`src/rtl/lc3_mem_arbiter.sv`:
```
// lc3_mem_arbiter: shares the single LC-3 memory port between the CPU datapath
// (MIO_EN, R.W, MAR, MDR) and one auxiliary requester. It serves one access at a
// time with fixed memory latency and generates the microsequencer Ready bit.
// Optional feature: define LC3_MEM_ARB_RR_EN for round-robin tie-breaking;
// left undefined, the CPU always wins a tie.
module lc3_mem_arbiter #(
  parameter int unsigned ADDR_W      = 16,
  parameter int unsigned DATA_W      = 16,
  parameter int unsigned MEM_LATENCY = 1   // 1..4
) (
  input  logic              i_CLK,
  input  logic              i_Reset,
  // CPU side
  input  logic              i_MIO_EN,
  input  logic              i_R_W,
  input  logic [ADDR_W-1:0] i_MAR,
  input  logic [DATA_W-1:0] i_MDR,
  output logic              o_Ready_Bit,
  output logic [DATA_W-1:0] o_CPU_RData,
  // Auxiliary requester
  input  logic              i_Aux_Req,
  input  logic              i_Aux_WE,
  input  logic [ADDR_W-1:0] i_Aux_Addr,
  input  logic [DATA_W-1:0] i_Aux_WData,
  output logic              o_Aux_Gnt,
  output logic              o_Aux_Valid,
  output logic [DATA_W-1:0] o_Aux_RData,
  // Memory side
  output logic              o_Mem_En,
  output logic              o_Mem_WE,
  output logic [ADDR_W-1:0] o_Mem_Addr,
  output logic [DATA_W-1:0] o_Mem_WData,
  input  logic [DATA_W-1:0] i_Mem_RData
);

  typedef enum logic [1:0] {StIdle, StIssue, StWait, StDone} state_e;

  localparam int unsigned    CntW    = 2;
  localparam logic [CntW-1:0] CntInit = CntW'(MEM_LATENCY - 1);

  state_e          state_q;
  logic [CntW-1:0] cnt_q;
  logic            mio_q;
  logic            cpu_pend_q, cpu_pend_d;
  logic            owner_aux_q;

  logic cpu_edge;
  logic cpu_req;
  logic aux_wins;
  logic cpu_take;

  // A pending edge is only honoured while MIO_EN is still asserted; a level held
  // after completion has mio_q = 1 and no pending flag, so it never re-issues.
  assign cpu_edge = i_MIO_EN & ~mio_q;
  assign cpu_req  = i_MIO_EN & (cpu_pend_q | ~mio_q);

`ifdef LC3_MEM_ARB_RR_EN
  logic last_aux_q;
  // On a tie, the port goes to whichever requester did not own the previous access.
  assign aux_wins = i_Aux_Req & (~cpu_req | ~last_aux_q);
`else
  assign aux_wins = i_Aux_Req & ~cpu_req;
`endif

  assign cpu_take = (state_q == StIdle) & cpu_req & ~aux_wins;

  // Remember an unserved MIO_EN edge until it is accepted or MIO_EN is withdrawn.
  always_comb begin
    cpu_pend_d = cpu_pend_q;
    if (!i_MIO_EN) begin
      cpu_pend_d = 1'b0;
    end else if (cpu_take) begin
      cpu_pend_d = 1'b0;
    end else if (cpu_edge) begin
      cpu_pend_d = 1'b1;
    end
  end

  // Access sequencer with registered outputs: IDLE -> ISSUE -> WAIT -> DONE -> IDLE.
  always_ff @(posedge i_CLK) begin
    if (i_Reset) begin
      state_q     <= StIdle;
      cnt_q       <= '0;
      mio_q       <= 1'b0;
      cpu_pend_q  <= 1'b0;
      owner_aux_q <= 1'b0;
`ifdef LC3_MEM_ARB_RR_EN
      last_aux_q  <= 1'b1;
`endif
      o_Ready_Bit <= 1'b0;
      o_Aux_Gnt   <= 1'b0;
      o_Aux_Valid <= 1'b0;
      o_Mem_En    <= 1'b0;
      o_Mem_WE    <= 1'b0;
      o_Mem_Addr  <= '0;
      o_Mem_WData <= '0;
      o_CPU_RData <= '0;
      o_Aux_RData <= '0;
    end else begin
      mio_q       <= i_MIO_EN;
      cpu_pend_q  <= cpu_pend_d;
      // Pulse outputs default low; the state that owns them raises them for one cycle.
      o_Ready_Bit <= 1'b0;
      o_Aux_Gnt   <= 1'b0;
      o_Aux_Valid <= 1'b0;
      o_Mem_En    <= 1'b0;
      unique case (state_q)
        StIdle: begin
          if (cpu_req || i_Aux_Req) begin
            owner_aux_q <= aux_wins;
            o_Mem_Addr  <= aux_wins ? i_Aux_Addr  : i_MAR;
            o_Mem_WData <= aux_wins ? i_Aux_WData : i_MDR;
            o_Mem_WE    <= aux_wins ? i_Aux_WE    : i_R_W;
            o_Mem_En    <= 1'b1;
            o_Aux_Gnt   <= aux_wins;
            state_q     <= StIssue;
          end
        end
        StIssue: begin
          cnt_q      <= CntInit;
`ifdef LC3_MEM_ARB_RR_EN
          last_aux_q <= owner_aux_q;
`endif
          state_q    <= StWait;
        end
        StWait: begin
          if (cnt_q == '0) begin
            if (!o_Mem_WE) begin
              if (owner_aux_q) begin
                o_Aux_RData <= i_Mem_RData;
              end else begin
                o_CPU_RData <= i_Mem_RData;
              end
            end
            o_Ready_Bit <= ~owner_aux_q;
            o_Aux_Valid <= owner_aux_q;
            state_q     <= StDone;
          end else begin
            cnt_q <= cnt_q - 1'b1;
          end
        end
        StDone: begin
          state_q <= StIdle;
        end
        default: begin
          state_q <= StIdle;
        end
      endcase
    end
  end

endmodule
```
`config.mk`:
```
export PLATFORM = sky130hd
export DESIGN_NAME = lc3_mem_arbiter
export DESIGN_NICKNAME = d
export VERILOG_FILES = /design/src/rtl/lc3_mem_arbiter.sv
export SDC_FILE = /design/constraint.sdc
export NUM_CORES = 1
export LEC_CHECK = 0
export ABC_AREA = 0
export BUFFER_PORTS_ARGS = -buffer_cell sky130_fd_sc_hd__buf_2
export CORE_MARGIN = 5
export CORE_UTILIZATION = 48
export CTS_CLUSTER_SIZE = 14
export DETAILED_ROUTE_END_ITERATION = 10
export GPL_TIMING_DRIVEN = 1
export PLACE_DENSITY_LB_ADDON = 0.12
export SLEW_MARGIN = 20
export SYNTH_ARGS = -nofsm -noshare
export SYNTH_HDL_FRONTEND = slang
export SYNTH_SLANG_ARGS = --single-unit
```
`constraint.sdc`:
```
create_clock -name i_CLK -period 2.28 [get_ports i_CLK]
set_clock_uncertainty 0.1 [all_clocks]
set_input_delay 0.456 -clock i_CLK [delete_from_list [all_inputs] [get_ports i_CLK]]
set_output_delay 0.456 -clock i_CLK [all_outputs]
set_load 0.05 [all_outputs]
```
==> results of run 1 <==
worst max path at each step:
stage	start	end	slack (ps)	cells after the start
after floorplan	o_Mem_WE$_SDFFE_PP0P_	o_Aux_RData[10]$_SDFFE_PP0P_	600	5
after global placement	i_MIO_EN	o_Mem_Addr[5]$_SDFFE_PP0P_	520	5
after detailed placement	state_q[0]$_SDFFE_PP0P_	o_CPU_RData[7]$_SDFFE_PP0P_	410	6
after CTS	state_q[0]$_SDFFE_PP0P_	o_CPU_RData[7]$_SDFFE_PP0P_	390	6
after global routing	state_q[0]$_SDFFE_PP0P_	o_CPU_RData[0]$_SDFFE_PP0P_	240	6
final	state_q[0]$_SDFFE_PP0P_	o_CPU_RData[7]$_SDFFE_PP0P_	400	6
metrics by stage:
| stage | total power [mW] | instances |
|---|---|---|
| finish | 5.40 | 623 |
| CTS | 5.46 | 623 |
| floorplan | 3.73 | 371 |
| detailed placement | 4.21 | 607 |
| global placement | 4.17 | 607 |
| global route | 5.70 | 623 |
cells in the final DEF, fill, tap and decap left out:
master / instances
a221oi_2: 30
bufinv_16: 3
buf_12: 2
ha_1: 4
or3_1: 1
a22oi_1: 1
dfxtp_1: 76
or2b_1: 10
o21ai_0: 1
mux2i_1: 35
nand2b_1: 25
inv_1: 38
nor3_1: 1
a21o_1: 1
nor3b_1: 2
nor3_4: 1
clkinv_4: 2
nor2b_1: 2
a21oi_1: 33
clkbuf_8: 9
nand2b_4: 2
buf_4: 8
nand2_1: 65
nor2_1: 3
clkinvlp_4: 1
and4b_1: 1
inv_6: 1
nand2_4: 2
buf_2: 154
nor3b_4: 1
a211oi_1: 2
a311oi_1: 1
ha_2: 1
a21oi_2: 1
a221oi_1: 3
nand4_1: 1
worst max-delay path: cells and delay by family, from the launching register on:
kind	cells	cell delay (ps)
compound gates	1	70
buf+inv	1	130
flops	1	320
simple gates	3	850
fa+ha+maj	1	290
final cells by class:
| type | count | area, sq um |
|---|---|---|
| Inverter | 38 | 143 |
| Clock inverter | 7 | 124 |
| Sequential cell | 76 | 1520 |
| Fill cell | 667 | 2610 |
| Multi-Input combinational cell | 230 | 1740 |
| Timing Repair Buffer | 164 | 871 |
| Tap cell | 99 | 124 |
| Clock buffer | 9 | 124 |
kinds of logic after synthesis:
kind of cell | share of synthesized area, %
AOI/OAI and AO/OA | 19.5
and+or+nand+nor | 17.6
muxes | 9.82
buffers and inverters | 8.73
DFF | 42.7
adders and majority gates | 1.75
metal layers:
layer | share of wire, % | global-route usage (%) | vias to the layer above
li1 | - | - | 1551
met1 | 43 | 23.3 | 1360
met2 | 49 | 31.7 | 94
met3 | 7.2 | 4.38 | 8
met4 | 1.5 | 7.82 | 0
met5 | 0 | 0 | -
registers in the layout, indices dropped and copies added (netlist names):
signal       count
owner_aux_q      1
mio_q            1
o_Ready_Bit      1
cpu_pend_q       1
o_Mem_WData     16
o_Aux_Valid      1
o_Aux_RData     16
cnt_q            2
o_Mem_WE         1
o_Mem_En         1
state_q          2
o_CPU_RData     16
o_Mem_Addr      16
o_Aux_Gnt        1
power by group:
group          total [mW]  switching, mW  internal (mW)
clock                1.25          0.512          0.734
combinational        2.40           1.72          0.680
sequential           1.75          0.148           1.60
total                5.40           2.38           3.02
==> run_results.csv, run 1 <==
group,metric,value,unit
final_layout,final_layout_size_suffix_gt1_share,41.6,%
worst_setup_path,slowest_stage,"or3_1",
sta,min_period,1880,ps
die,start_util,49.2,%
sta,final.setup.tns,0,ps
grt,antenna_found_initial,0,
routing,routed_wl,8440,microns
placed_design,detailed_place.area,0.00440,sq mm
synthesis,synth-seq-area-share,42.7,%
clock_tree,cts_tree,"yes",
synthesis,yosys_warnings,0,
routing,drtIter0Drc,65,
worst_setup_path,ff2ff_path_depth,6,
clock_tree,htreeDepth,3,
synthesis,synth_flop_cell,"dfxtp_1",
grt,grt_pass1_wl,13600,microns
worst_setup_path,endpoint_kind,"flop",
worst_setup_path,max_stage_delay,570,ps
synthesis,yosysMostFrequentCell,"dfxtp_1",
die,fp.dieW,96.2,microns
final_layout,final_cell_area,0.00464,sq mm
worst_setup_path,start_kind,"flop",
sta,fin_ws,404,ps
sta,clock.fmax,533,MHz
grt,grt_max_degree,38,
sta,finalHoldViolCount,0,
synthesis,synth_top_area_share,42.7,%
synthesis,yosys-top-cells-area,"dfxtp_1, a221oi_2, mux2i_1",
synthesis,synth.distinct_cells,34,
routing,ant_nets,0,
die,core,0.00725,sq mm
worst_hold_path,min_to,"o_Aux_RData[4]$_SDFFE_PP0P_",
synthesis,synthCells,371,
clock_tree,cts_root_buf,"clkbuf_8",
flow_run,cap_violations,0,
power_and_ir_drop,ir_worst_vdd,0.000575,V
run_status,status,"completed",
routing,drc_errors,0,
clock_tree,insertion_delay,340,ps
synthesis,async_reset_ff_share,0,%
worst_setup_path,crit_path_cell_trace,"inv_1 > ha_1 > nand2_4 > or3_1 > nand2_1 > a21oi_1",
clock_tree,post_cts_buffers,0,
sta,tightest_slew,630,ps
final_layout,antenna_cells,0,
worst_hold_path,hold_depth,3,
grt,grt_overflow,0,
synthesis,synth_area_leader_cell,"dfxtp_1",
synthesis,synth-edff-count,0,
power_and_ir_drop,power_density,1160,mW/mm^2
sta,hold_ws,249,ps
clock_tree,clock_path_buffers,2,
worst_setup_path,crit_fanout,16,
synthesis,synth-seq-cells,76,
placed_design,numPortBuffers,154,
placed_design,gp_congestion,0.766,
final_layout,fin_util,64.0,%
placed_design,pre_cts_slack,409,ps
die,die_h,96.2,microns
routing,wire_per_inst,13.6,microns
final_layout,nets,610,
worst_setup_path,reg2reg_from,"state_q[0]$_SDFFE_PP0P_",
die,io_pins,155,
synthesis,synthesis.area,0.00357,sq mm
clock_tree,numCtsBuffers,9,
worst_setup_path,r2r_slack,400,ps
clock_tree,hold_buffers,0,
placed_design,dp_hpwl,6300,microns
synthesis,synth_nets,462,
power_and_ir_drop,leakage,2.17,nW
final_layout,area_growth_syn_to_layout,30.2,%
worst_setup_path,cp_data_required_time,2420,ps
worst_hold_path,hp-start,"i_Mem_RData[4]",
grt,grt_pass1_vias,2890,
grt,track_usage,19.0,%
die,num_rows,31,
routing,first_pass_iters,4,
die,die_area,0.00926,sq mm
worst_setup_path,worst_ep_arrival_time,2020,ps
clock_tree,cts_resized,0,
sta,period_share,82.3,%
worst_setup_path,reg2reg_to,"o_CPU_RData[7]$_SDFFE_PP0P_",
routing,vias,3013,
sta,slew_viol_final,0,
synthesis,synth_common_cells,"dfxtp_1, nand2_1, inv_1, mux2i_1, a21oi_1",
sta,grt_setup_unrepaired,"no",
sta,max_slew_margin,57.9,%
worst_hold_path,hold_path_class,"input port to flop",
worst_setup_path,path_class,"flop to flop",
sta,finalSetupViolCount,0,
clock_tree,clock_sinks,76,
clock_tree,path_clk_slew,90,ps
routing,via_per_inst,4.84,
synthesis,avgSynthCellArea,9.62,sq um
Note: power is estimated with default switching activity, not from simulation.
==> inputs of run 2 (changes only) <==
--- a/config.mk
+++ b/config.mk
@@ -8,7 +8,7 @@
 export ABC_AREA = 0
 export BUFFER_PORTS_ARGS = -buffer_cell sky130_fd_sc_hd__buf_2
 export CORE_MARGIN = 5
-export CORE_UTILIZATION = 48
+export CORE_UTILIZATION = 43
 export CTS_CLUSTER_SIZE = 14
 export DETAILED_ROUTE_END_ITERATION = 10
 export GPL_TIMING_DRIVEN = 1
==> constraint.sdc (replaced) <==
create_clock -name i_CLK -period 1.7 [get_ports i_CLK]
set_clock_uncertainty 0.1 [all_clocks]
set_input_delay 0.34 -clock i_CLK [delete_from_list [all_inputs] [get_ports i_CLK]]
set_output_delay 0.34 -clock i_CLK [all_outputs]
set_load 0.05 [all_outputs]
==> run 2 against run 1 <==
Compared with the run above: routed wire length up 4.8%; critical path depth increased by 1; sequential share of layout area shrank 0.87 points; via count rose by 2.9%; non-clock buffer count up 11; worst hold slack worse by 110 ps; first-iteration DRC count increased by 51%; combinational power rose by 43%.
==> run_results.csv, run 2 (synthesis results as in run 1) <==
group,metric,value,unit
routing,vias,3100,
final_layout,final_cell_mix,"buf_2, dfxtp_1, nand2_1, inv_1, mux2i_1",
die,fp.dieW,101,microns
clock_tree,cts_tree,"yes",
sta,max_slew_margin,78.9,%
power_and_ir_drop,power_density,1520,mW/mm^2
worst_setup_path,crit_fanout,16,
power_and_ir_drop,power.sequential.fraction,32.4,%
worst_setup_path,cp_data_required_time,1820,ps
grt,grt_pass1_vias,3123,
die,num_rows,33,
worst_hold_path,hold_depth,3,
power_and_ir_drop,intPower,4.05,mW
power_and_ir_drop,switching_share,44.3,%
clock_tree,numCtsBuffers,9,
routing,drtIter0Drc,98,
worst_setup_path,max_stage_delay,320,ps
placed_design,gp_congestion,0.743,
run_status,status,"completed",
die,start_util,43.9,%
die,die_h,101,microns
routing,met1_length,3540,microns
die,io_pins,155,
final_layout,multi_input_area,0.00174,sq mm
routing,top_layer_used,"met4",
die,core,0.00813,sq mm
clock_tree,hold_buffers,0,
worst_hold_path,hold_path_class,"input port to flop",
clock_tree,insertion_delay,340,ps
sta,hold_ws,142,ps
worst_setup_path,reg2reg_from,"state_q[0]$_SDFFE_PP0P_",
power_and_ir_drop,pwr-share-comb,47.2,%
power_and_ir_drop,leakage,2.23,nW
die,die_area,0.0102,sq mm
worst_hold_path,hp-start,"i_Mem_RData[1]",
sta,min_period,1570,ps
routing,drc_errors,0,
sta,final.setup.tns,0,ps
clock_tree,clock_path_buffers,2,
worst_setup_path,start_kind,"flop",
sta,finalSetupViolCount,0,
clock_tree,cts_root_buf,"clkbuf_8",
sta,slew_viol_final,0,
worst_setup_path,path_class,"flop to flop",
routing,wl_met3,834,microns
routing,routed_wl,8850,microns
final_layout,final_common_cell,"buf_2",
routing,wire_per_inst,13.8,microns
worst_setup_path,crit_path_cell_trace,"inv_1 > ha_1 > nand2_4 > or3_1 > buf_4 > nand2_1 > a21oi_1",
worst_setup_path,endpoint_kind,"flop",
final_layout,final_layout_size_suffix_gt1_share,43.0,%
grt,grt_overflow,0,
sta,tightest_slew,316,ps
grt,track_usage,17.3,%
placed_design,dp_hpwl,6630,microns
routing,via_per_inst,4.84,
final_layout,area_growth_syn_to_layout,33.7,%
routing,ant_nets,0,
flow_run,cap_violations,0,
power_and_ir_drop,ir_worst_vdd,0.000721,V
final_layout,final_cell_area,0.00477,sq mm
final_layout,seq_area,0.00152,sq mm
sta,clock.fmax,636,MHz
worst_setup_path,slowest_stage,"dfxtp_1",
sta,grt_setup_unrepaired,"no",
grt,grt_pass1_wl,14200,microns
grt,antenna_found_initial,0,
worst_setup_path,ff2ff_path_depth,7,
placed_design,detailed_place.area,0.00455,sq mm
final_layout,fillCellCount,734,
sta,finalHoldViolCount,0,
power_and_ir_drop,p_clk_share,20.4,%
clock_tree,clock_sinks,76,
worst_hold_path,min_to,"o_CPU_RData[1]$_SDFFE_PP0P_",
final_layout,nets,621,
worst_setup_path,r2r_slack,130,ps
placed_design,numPortBuffers,154,
final_layout,antenna_cells,0,
worst_setup_path,reg2reg_to,"o_CPU_RData[11]$_SDFFE_PP0P_",
clock_tree,htreeDepth,3,
power_and_ir_drop,p_sw,3.22,mW
grt,grt_max_degree,45,
clock_tree,path_clk_slew,80,ps
worst_setup_path,worst_ep_arrival_time,1690,ps
routing,first_pass_iters,4,
routing,wl_met2,4360,microns
sta,period_share,92.4,%
-- run 2: changes by cell type in the layout (fill, tap and decap cells not counted) --
cell / before / now
buf_6: 0 / 1
inv_6: 1 / 0
buf_4: 8 / 13
clkinv_4: 2 / 1
clkinv_2: 0 / 3
buf_12: 2 / 7
ha_2: 1 / 2
bufinv_16: 3 / 2
ha_1: 4 / 3
-- run 2: what timing repair did --
action | in CTS | in global routing
endpoints found under the setup margin | 0 | 2
gates resized for setup | 0 | 2
setup buffers | 0 | 0
-- run 2: final cells by class --
type                       count  share of cell area, %
timing repair buffer         175                   21.4
multi-input combinational    230                   36.5
clock buffer                   9                   2.60
tap                          105                   2.75
inverter                      38                   2.99
clock inverter                 7                   1.92
sequential                    76                   31.9
-- run 2: critical path, delay by kind of cell, from the launching register on --
family / cells / cell delay, ps
AOI/OAI and AO/OA: 1 / 70
and+or+nand+nor: 3 / 490
DFF: 1 / 320
buffers and inverters: 2 / 270
adders and majority gates: 1 / 210
-- run 2: through the flow --
step / util [%] / power [mW] / setup slack [ps] / cells
5_1_grt: 58.6 / 7.66 / 16.2 / 640
3_3_place_gp: 55.9 / 5.81 / 169 / 624
3_5_place_dp: 55.9 / 5.85 / 127 / 624
4_1_cts: 58.6 / 7.34 / 101 / 640
6_report: 58.6 / 7.27 / 129 / 640
2_1_floorplan: - / 5.00 / 16.5 / 371
-- run 2: how the worst max path moves through the flow --
stage,from,to,cells past startpoint
finish,state_q[0]$_SDFFE_PP0P_,o_CPU_RData[11]$_SDFFE_PP0P_,7
global route,state_q[0]$_SDFFE_PP0P_,o_CPU_RData[11]$_SDFFE_PP0P_,7
CTS,o_Mem_WE$_SDFFE_PP0P_,o_Mem_WE,1
detailed placement,state_q[0]$_SDFFE_PP0P_,state_q[0]$_SDFFE_PP0P_,6
global placement,cnt_q[0]$_SDFFE_PP0P_,o_CPU_RData[1]$_SDFFE_PP0P_,7
floorplan,o_Mem_WE$_SDFFE_PP0P_,o_Aux_RData[10]$_SDFFE_PP0P_,5
-- run 2: per-layer routing --
layer / up-vias / GRT usage [%]
met5: - / 0
met4: 0 / 5.83
met3: 12 / 4.84
met2: 102 / 30.7
met1: 1415 / 19.8
li1: 1571 / -
-- run 2: power by group through the flow --
stage          sequential, mW  combinational (mW)  clock (mW)
6_report                 2.35                3.43        1.48
3_3_place_gp             2.39                3.42           0
2_1_floorplan            3.55                1.45           0
4_1_cts                  2.36                3.47        1.51
5_1_grt                  2.41                3.66        1.60
3_5_place_dp             2.40                3.46           0
